$ cat src/rtl/sump_pkg.sv
// SUMP protocol constants and decoder state encoding.
// Contents:
//   - SUMP_* opcode values for short (bit 7 = 0) and long (bit 7 = 1) commands
//   - decoder_state_t : command decoder FSM states
//   - is_cfg_op()     : 1 for long opcodes that map to a configuration register
package sump_pkg;

  localparam logic [7:0] SUMP_RESET = 8'h00;
  localparam logic [7:0] SUMP_RUN   = 8'h01;
  localparam logic [7:0] SUMP_ID    = 8'h02;
  localparam logic [7:0] SUMP_META  = 8'h04;
  localparam logic [7:0] SUMP_XON   = 8'h11;
  localparam logic [7:0] SUMP_XOFF  = 8'h13;
  localparam logic [7:0] SUMP_DIV   = 8'h80;
  localparam logic [7:0] SUMP_CNT   = 8'h81;
  localparam logic [7:0] SUMP_FLAGS = 8'h82;
  localparam logic [7:0] SUMP_TMASK = 8'hC0;
  localparam logic [7:0] SUMP_TVAL  = 8'hC1;
  localparam logic [7:0] SUMP_TCFG  = 8'hC2;

  typedef enum logic [1:0] {IDLE, LONG, META_REQ, META_WAIT} decoder_state_t;

  function automatic logic is_cfg_op(input logic [7:0] op);
    case (op)
      SUMP_DIV, SUMP_CNT, SUMP_FLAGS, SUMP_TMASK, SUMP_TVAL, SUMP_TCFG: return 1'b1;
      default: return 1'b0;
    endcase
  endfunction

endpackage

$ cat src/rtl/sump_cmd_decoder.sv
// SUMP command decoder: parses short (1-byte) and long (opcode + 4 data
// bytes, little-endian) commands from the UART receiver.
// Ports:
//   clock, reset_n          : clock, async active-low reset
//   rx_valid, rx_byte       : received byte strobe / data
//   meta_busy               : metadata sender busy
//   begin_meta_transmit     : metadata/ID request, held until meta_busy seen
//   send_id                 : 1 = ID, 0 = metadata (changes only when a request starts)
//   cmd_reset, cmd_arm      : one-cycle action pulses
//   cfg_update              : one-cycle pulse on any config register write
//   divider .. flags        : capture configuration registers
//   cmd_dropped             : one-cycle pulse when a byte/partial command is discarded
module sump_cmd_decoder
  import sump_pkg::*;
#(
  parameter int TIMEOUT_CYCLES = 1000000,
  parameter int CNT_W          = $clog2(TIMEOUT_CYCLES + 1)
) (
  input  logic        clock,
  input  logic        reset_n,
  input  logic        rx_valid,
  input  logic [7:0]  rx_byte,
  input  logic        meta_busy,
  output logic        begin_meta_transmit,
  output logic        send_id,
  output logic        cmd_reset,
  output logic        cmd_arm,
  output logic        cfg_update,
  output logic [23:0] divider,
  output logic [15:0] read_count,
  output logic [15:0] delay_count,
  output logic [31:0] trig_mask,
  output logic [31:0] trig_value,
  output logic [31:0] trig_config,
  output logic [31:0] flags,
  output logic        cmd_dropped
);

  decoder_state_t state, state_n;
  logic [7:0]       opcode, opcode_n;
  // Only the three earlier data bytes need storing; the 4th byte is taken
  // straight from rx_byte when the word is assembled.
  logic [23:0]      shreg, shreg_n;
  logic [1:0]       idx, idx_n;
  logic [CNT_W-1:0] tmr, tmr_n;
  logic [31:0]      data_n;
  logic             send_id_n, bmt_n, reset_p, arm_p, drop_p, cfg_wr;

  always_comb begin
    state_n   = state;
    opcode_n  = opcode;
    shreg_n   = shreg;
    idx_n     = idx;
    tmr_n     = tmr;
    send_id_n = send_id;
    bmt_n     = begin_meta_transmit;
    reset_p   = 1'b0;
    arm_p     = 1'b0;
    drop_p    = 1'b0;
    cfg_wr    = 1'b0;
    data_n    = {rx_byte, shreg};

    case (state)
      IDLE: begin
        if (rx_valid) begin
          if (rx_byte[7]) begin
            opcode_n = rx_byte;
            shreg_n  = '0;
            idx_n    = '0;
            tmr_n    = '0;
            state_n  = LONG;
          end else begin
            case (rx_byte)
              SUMP_RESET: reset_p = 1'b1;
              SUMP_RUN:   arm_p   = 1'b1;
              SUMP_ID:    begin send_id_n = 1'b1; bmt_n = 1'b1; state_n = META_REQ; end
              SUMP_META:  begin send_id_n = 1'b0; bmt_n = 1'b1; state_n = META_REQ; end
              default: ;  // XON/XOFF and unknown short opcodes are ignored
            endcase
          end
        end
      end

      LONG: begin
        if (rx_valid) begin
          shreg_n = data_n[31:8];
          idx_n   = idx + 2'd1;
          tmr_n   = '0;
          if (idx == 2'd3) begin
            cfg_wr  = is_cfg_op(opcode);
            state_n = IDLE;
          end
        end else begin
          tmr_n = tmr + 1'b1;
          if (tmr_n == CNT_W'(TIMEOUT_CYCLES)) begin
            drop_p  = 1'b1;
            tmr_n   = '0;
            state_n = IDLE;
          end
        end
      end

      META_REQ, META_WAIT: begin
        if (state == META_REQ) begin
          if (meta_busy) begin
            bmt_n   = 1'b0;
            state_n = META_WAIT;
          end
        end else if (!meta_busy) begin
          state_n = IDLE;
        end
        // Reset is still honoured while a metadata transfer is pending;
        // everything else is discarded without disturbing the handshake.
        if (rx_valid) begin
          if (rx_byte == SUMP_RESET) reset_p = 1'b1;
          else                       drop_p  = 1'b1;
        end
      end

      default: state_n = IDLE;
    endcase
  end

  always_ff @(posedge clock or negedge reset_n) begin
    if (!reset_n) begin
      state               <= IDLE;
      opcode              <= '0;
      shreg               <= '0;
      idx                 <= '0;
      tmr                 <= '0;
      send_id             <= 1'b0;
      begin_meta_transmit <= 1'b0;
      cmd_reset           <= 1'b0;
      cmd_arm             <= 1'b0;
      cmd_dropped         <= 1'b0;
      cfg_update          <= 1'b0;
    end else begin
      state               <= state_n;
      opcode              <= opcode_n;
      shreg               <= shreg_n;
      idx                 <= idx_n;
      tmr                 <= tmr_n;
      send_id             <= send_id_n;
      begin_meta_transmit <= bmt_n;
      cmd_reset           <= reset_p;
      cmd_arm             <= arm_p;
      cmd_dropped         <= drop_p;
      cfg_update          <= cfg_wr;
    end
  end

  // Config registers: cleared only by reset_n, never by cmd_reset.
  always_ff @(posedge clock or negedge reset_n) begin
    if (!reset_n) begin
      divider     <= '0;
      read_count  <= '0;
      delay_count <= '0;
      trig_mask   <= '0;
      trig_value  <= '0;
      trig_config <= '0;
      flags       <= '0;
    end else if (cfg_wr) begin
      case (opcode)
        SUMP_DIV:   divider <= data_n[23:0];
        SUMP_CNT:   begin read_count <= data_n[15:0]; delay_count <= data_n[31:16]; end
        SUMP_FLAGS: flags       <= data_n;
        SUMP_TMASK: trig_mask   <= data_n;
        SUMP_TVAL:  trig_value  <= data_n;
        SUMP_TCFG:  trig_config <= data_n;
        default: ;
      endcase
    end
  end

endmodule
$ cat config.mk
export PLATFORM = sky130hd
export DESIGN_NAME = sump_cmd_decoder
export DESIGN_NICKNAME = d
export VERILOG_FILES = /design/src/rtl/sump_pkg.sv /design/src/rtl/sump_cmd_decoder.sv
export SDC_FILE = /design/constraint.sdc
export NUM_CORES = 1
export LEC_CHECK = 0
export ABC_CLOCK_PERIOD_IN_PS = 4400
export BUFFER_PORTS_ARGS = -buffer_cell sky130_fd_sc_hd__buf_2
export CAP_MARGIN = 10
export CORE_AREA = 2 2 140 128
export CTS_CLUSTER_DIAMETER = 100
export DETAILED_ROUTE_END_ITERATION = 6
export DIE_AREA = 0 0 142 130
export PLACE_DENSITY_LB_ADDON = 0.12
export SLEW_MARGIN = 20
export SYNTH_ARGS = -nofsm -noshare
export SYNTH_HDL_FRONTEND = slang
export SYNTH_SLANG_ARGS = --single-unit
export TNS_END_PERCENT = 50
$ cat constraint.sdc
create_clock -name clock -period 4.4 [get_ports clock]
set_input_delay 0.66 -clock clock [delete_from_list [all_inputs] [get_ports clock]]
set_output_delay 0.66 -clock clock [all_outputs]
set_load 0.005 [all_outputs]
After elaboration in Yosys (flattened, before gate mapping)
Index checks and enable logic that the tools add are counted.
{"block": "totals", "register_bits": 246, "word_cells": 115, "inputBits": 12, "out_inout_bits": 190}
{"block": "classes", "n_bitwise": 1, "addsub": 2, "n_eq_ne": 26, "muxes": 48, "n_reduce_logical": 20}
{"cell": "20-bit two-way mux", "count": 4}
{"cell": "24-bit two-way mux", "count": 3}
{"cell": "8-bit equality test (second input constant)", "count": 6}
{"cell": "24-bit case mux with 2 select lines", "count": 1}
{"cell": "20-bit case mux with 2 select lines", "count": 1}
{"cell": "2-bit two-way mux", "count": 12}
{"cell": "1-bit two-way mux", "count": 21}
{"cell": "20-bit by 1-bit adder with 20-bit output (second input constant)", "count": 1}
{"cell": "20-bit equality test (second input constant)", "count": 1}
{"cell": "3-bit inequality test (second input constant)", "count": 5}
{"cell": "2-bit inequality test (second input constant)", "count": 7}
{"cell": "2-bit AND reduction", "count": 6}
{"cell": "6-bit AND reduction", "count": 2}
{"cell": "8-bit by 1-bit equality test with 1-bit output (second input constant)", "count": 1}
{"cell": "8-bit by 2-bit equality test with 1-bit output (second input constant)", "count": 1}
{"cell": "8-bit by 3-bit equality test with 1-bit output (second input constant)", "count": 1}
{"cell": "8-bit zero test", "count": 1}
{"cell": "1-bit case mux with 2 select lines", "count": 4}
{"cell": "4-bit AND reduction", "count": 2}
{"cell": "2-bit equality test (second input constant)", "count": 3}
{"cell": "2-bit case mux with 3 select lines", "count": 1}
{"cell": "3-bit AND reduction", "count": 2}
{"cell": "2-bit nonzero test", "count": 3}
{"cell": "6-bit OR reduction", "count": 1}
{"cell": "other kinds (6)", "count": 7}

Depth between registers and ports, before layout
{"block": "logic_depth", "depth_word": 7, "depth_mapped": 9, "depth_no_buf": 8}

Worst setup path after synthesis
No wires, ideal clock.
{"block": "synth_timing", "kind": "input to register", "start": "input port rx_valid", "end": "register trig_config[24]", "path_buffers": 2, "setup_ns": 0.125, "setup_slack_ns": 2.004, "path_stages": 8, "t_required_ns": 4.275, "arrival_ns": 2.271, "path_cell_list": "and2_1 > clkbuf_1 > nand4b_1 > inv_1 > nand2_1 > nor3b_1 > buf_2 > mux2_2"}
{"block": "synth_via", "elab_chain_len": 3}
{"item": "from (decl)", "line_no": "sump_cmd_decoder.sv:21", "rtl": "input logic rx_valid,"}
{"item": "1-bit two-way mux", "line_no": "sump_cmd_decoder.sv:85", "rtl": "if (rx_valid) begin"}
{"item": "1-bit two-way mux", "line_no": "sump_cmd_decoder.sv:63", "rtl": "case (state)"}
{"item": "2-bit AND reduction (no line)"}
{"item": "to (signal assigned)", "line_no": "sump_cmd_decoder.sv:169", "rtl": "SUMP_TCFG: trig_config <= data_n;"}
{"item": "to (decl)", "line_no": "sump_cmd_decoder.sv:34", "rtl": "output logic [31:0] trig_config,"}
Every way passes these cells.
A chain may end at the register's enable or synchronous reset.

Final worst setup path
{"block": "layout_timing", "start": "register state[0]", "end": "register trig_value[2]"}
{"block": "layout_via", "elab_chain_len": 3}
{"item": "from (decl)", "line_no": "sump_cmd_decoder.sv:39", "rtl": "decoder_state_t state, state_n;"}
{"item": "from (signal assigned)", "line_no": "sump_cmd_decoder.sv:138", "rtl": "state <= state_n;"}
{"item": "2-bit by 1-bit equality test with 1-bit output", "line_no": "sump_cmd_decoder.sv:63"}
{"item": "1-bit two-way mux", "line_no": "sump_cmd_decoder.sv:63"}
{"item": "2-bit AND reduction (no line)"}
{"item": "to (signal assigned)", "line_no": "sump_cmd_decoder.sv:168", "rtl": "SUMP_TVAL: trig_value <= data_n;"}
{"item": "to (decl)", "line_no": "sump_cmd_decoder.sv:33", "rtl": "output logic [31:0] trig_value,"}
Every way passes these cells.

==> flow_summary.yaml <==
clocking:
  htree_levels: 1
  numCtsBuffers: 25
  clkTransAtPathRegs_ns: 0.06
  clk_latency_ns: 0.52
  post_cts_buffers: 0
  cts.repair.resized: 0
  clock_path_buffers: 3
  clock-sinks: 246
  clockRootBuffer: "clkbuf_16"
  holdBufCountCts: 0
  cts_tree: "built"
sta:
  slew_headroom: 0.248
  fmax_ghz: 0.307
  period_share: 0.741
  rsz0062_at_grt: "no"
  tns_ns: 0
  slew_viol_final: 0
  final-hold-violation-count: 0
  finalSetupViolations: 0
  worst_slew_pin_slew_ns: 1.12
  period_minus_slack_ns: 3.26
  finalClockSkew_ns: 0.0154
routing:
  route.detailed.drc: 0
  vias: 6533
  routed_wl_mm: 23.7
  via_per_inst: 5.82
  drt_iter0_drc: 416
  first_pass_iters: 5
  ant_nets: 0
  wire_per_inst_um: 21.2
finish:
  antennaDiodeCount: 0
  finish.net_count: 903
  finalNonFillerCells: 1122
  final_util: 0.702
  syn_to_final_growth_pct: 22.1
  drive_gt1_frac: 0.506
power:
  cellPowerDensity_nw_per_um2: 449
  internal_power_w: 0.00416
  clockPowerShare: 0.457
  comb_power_share: 0.063
  power.share.sequential: 0.480
  total_power_w: 0.00543
  p_leak_nw: 6.60
  p_sw_frac: 0.234
  ir_drop_v: 0.000309
  switching_power_w: 0.00127
yosys:
  muxShareOfSynthArea: 0.215
  yosysTopAreaCell: "dfrtp_1"
  synth_seq_cells: 246
  yosysTopAreaCellShare: 0.622
  synthTopCellsByCount: "dfrtp_1 (246), mux2_2 (189), clkbuf_1 (29)"
  syn_nets: 710
  synthCells: 695
  yosys.area_share.simple: 0.0636
  synth.distinct_cells: 54
  synthArstFlopShare: 1.00
  synthTopCellsByArea: "dfrtp_1 (62%), mux2_2 (22%), a22o_1 (2.1%)"
  synth_xor_area_frac: 0.00708
  synth_area_um2: 9900
  ys_warn_count: 0
  synth_edf_count: 0
  synth_compound_gate_area_share: 0.0659
  synth-adder-area-share: 0.00379
  yosysMostFrequentCell: "dfrtp_1"
  ys_seq_area_frac: 0.622
  syn_avg_cell_area_um2: 14.2
  ys.flop_type: "dfrtp_1"
  synth_top_family_by_area: "multiplexers"
die:
  die_y_um: 130
  die-width_um: 142
  die_area_um2: 18500
  rows: 46
  io_pins: 202
  core_area_um2: 17200
  start_util: 0.575
critical_path:
  rr_endpoint: "trig_value[2]"
  cp_slowest_stage_delay_ns: 0.84
  rrSetupSlack_ns: 1.14
  worstPathRequired_ns: 4.79
  critical_path_class: "reg2reg"
  ff2ff_path_depth: 7
  crit_path_end_kind: "register"
  cp_max_fo: 33
  arrival_ns: 3.65
  r2r-start: "state[0]"
  crit_chain: "nor2b_1 > and2_1 > buf_4 > nand4b_1 > nor2_1 > nand3_2 > mux2_2"
  crit_path_start_kind: "register"
  cp_slowest_cell: "nand3_2"
global_route:
  grt_pass1_wl_mm: 37.1
  gr-usage-all-layers: 0.258
  grt_start_max_net_pins: 136
  grt-ovfl-total: 0
  antenna_found_initial: 0
  grt_pass1_vias: 6568
worst_hold_path:
  hp-class: "in2async"
place:
  place_congestion: 0.871
  port_buffers: 201
  place_inst: 1076
  dp_hpwl_mm: 15.6
flow_run:
  maxCapViolCount: 0
status:
  outcome: "completed"
## cell type report
class | instances | area [µm²]
flip-flops and latches | 246 | 6160
multi-input cells | 399 | 3540
clock buffers | 29 | 661
clock inverters | 16 | 312
well taps | 216 | 270
fillers | 1179 | 5120
inverters | 5 | 18.8
repair buffers | 211 | 1120
## metal layers
layer	routed length, µm	vias to the layer above	track usage
li1	-	2907	-
met3	1300	39	0.0506
met5	0	-	0
met4	507	0	0.0682
met1	10500	3378	0.369
met2	11400	209	0.412
## kinds of logic (layout without fill, tap and decap cells)
logic type / Yosys count / count (layout)
AND/OR/NAND/NOR: 112 / 112
AO/OA/AOI/OAI: 87 / 87
multiplexers: 189 / 189
adder cells (fa/ha/maj): 3 / 3
XOR/XNOR: 8 / 8
flip-flops: 246 / 246
buffers and inverters: 50 / 261
## placed cells by master, fill, tap and decap left out, types with 3 or more instances in the layout
cell / synthesis / routed
a21o_1: 7 / 7
a21oi_1: 16 / 16
a22o_1: 24 / 24
a31oi_1: 3 / 3
and2_1: 4 / 4
and3_1: 8 / 8
and4_1: 3 / 3
buf_2: 8 / 200
buf_4: 5 / 8
bufinv_16: 0 / 9
clkbuf_16: 0 / 25
clkinv_2: 0 / 5
dfrtp_1: 246 / 246
ha_1: 3 / 3
inv_1: 5 / 5
mux2_2: 189 / 189
nand2_1: 27 / 27
nand2b_1: 5 / 5
nand3_1: 11 / 10
nand4_1: 8 / 8
nor2_1: 12 / 12
nor3_1: 8 / 7
nor3b_1: 5 / 4
nor4_1: 3 / 3
o21ai_0: 10 / 10
o21ai_1: 3 / 3
o31ai_1: 10 / 10
or2_2: 3 / 3
or3_1: 3 / 3
xnor2_1: 5 / 5
xor2_1: 3 / 3
## worst max path at each step
stage                  start         endpoint  slack, ns  cells after the start
floorplan           rx_valid  trig_config[24]       2.00                      8
global placement    rx_valid    trig_value[2]       1.14                      7
detailed placement  rx_valid   trig_value[28]       1.16                      7
CTS                 state[0]    trig_value[2]       1.17                      7
global route        state[0]    trig_value[1]       0.87                      7
finish              state[0]    trig_value[2]       1.14                      7
## power by group through the flow
stage / Combinational, W / Sequential, W / Clock, W
global route: 0.000383 / 0.00262 / 0.00261
floorplan: 0.000215 / 0.00253 / 0
finish: 0.000344 / 0.00260 / 0.00248
CTS: 0.000348 / 0.00260 / 0.00252
global placement: 0.000334 / 0.00263 / 0
detailed placement: 0.000346 / 0.00264 / 0
## registers in the layout, summed over array words and instances (netlist names)
signal	flops
flags	32
trig_config	32
trig_mask	32
trig_value	32
divider	24
shreg	24
tmr	20
delay_count	16
read_count	16
opcode	8
idx	2
state	2
begin_meta_transmit	1
cfg_update	1
cmd_arm	1
cmd_dropped	1
cmd_reset	1
send_id	1
## critical path, delay by kind of cell (launching register included)
kind | cells | cell delay [ns]
simple gates | 5 | 1.64
flops | 1 | 0.59
mux | 1 | 0.60
buf+inv | 1 | 0.28
## through the flow
stage               setup WS (ns)  hold WS (ns)  area (µm²)
floorplan                    2.00         0.364        9900
global placement             1.14         0.454       11100
detailed placement           1.16         0.469       11100
CTS                          1.17         0.315       12000
global route                0.873         0.159       12100
finish                       1.14         0.116       12100
Power figures use the tool's default switching activity.
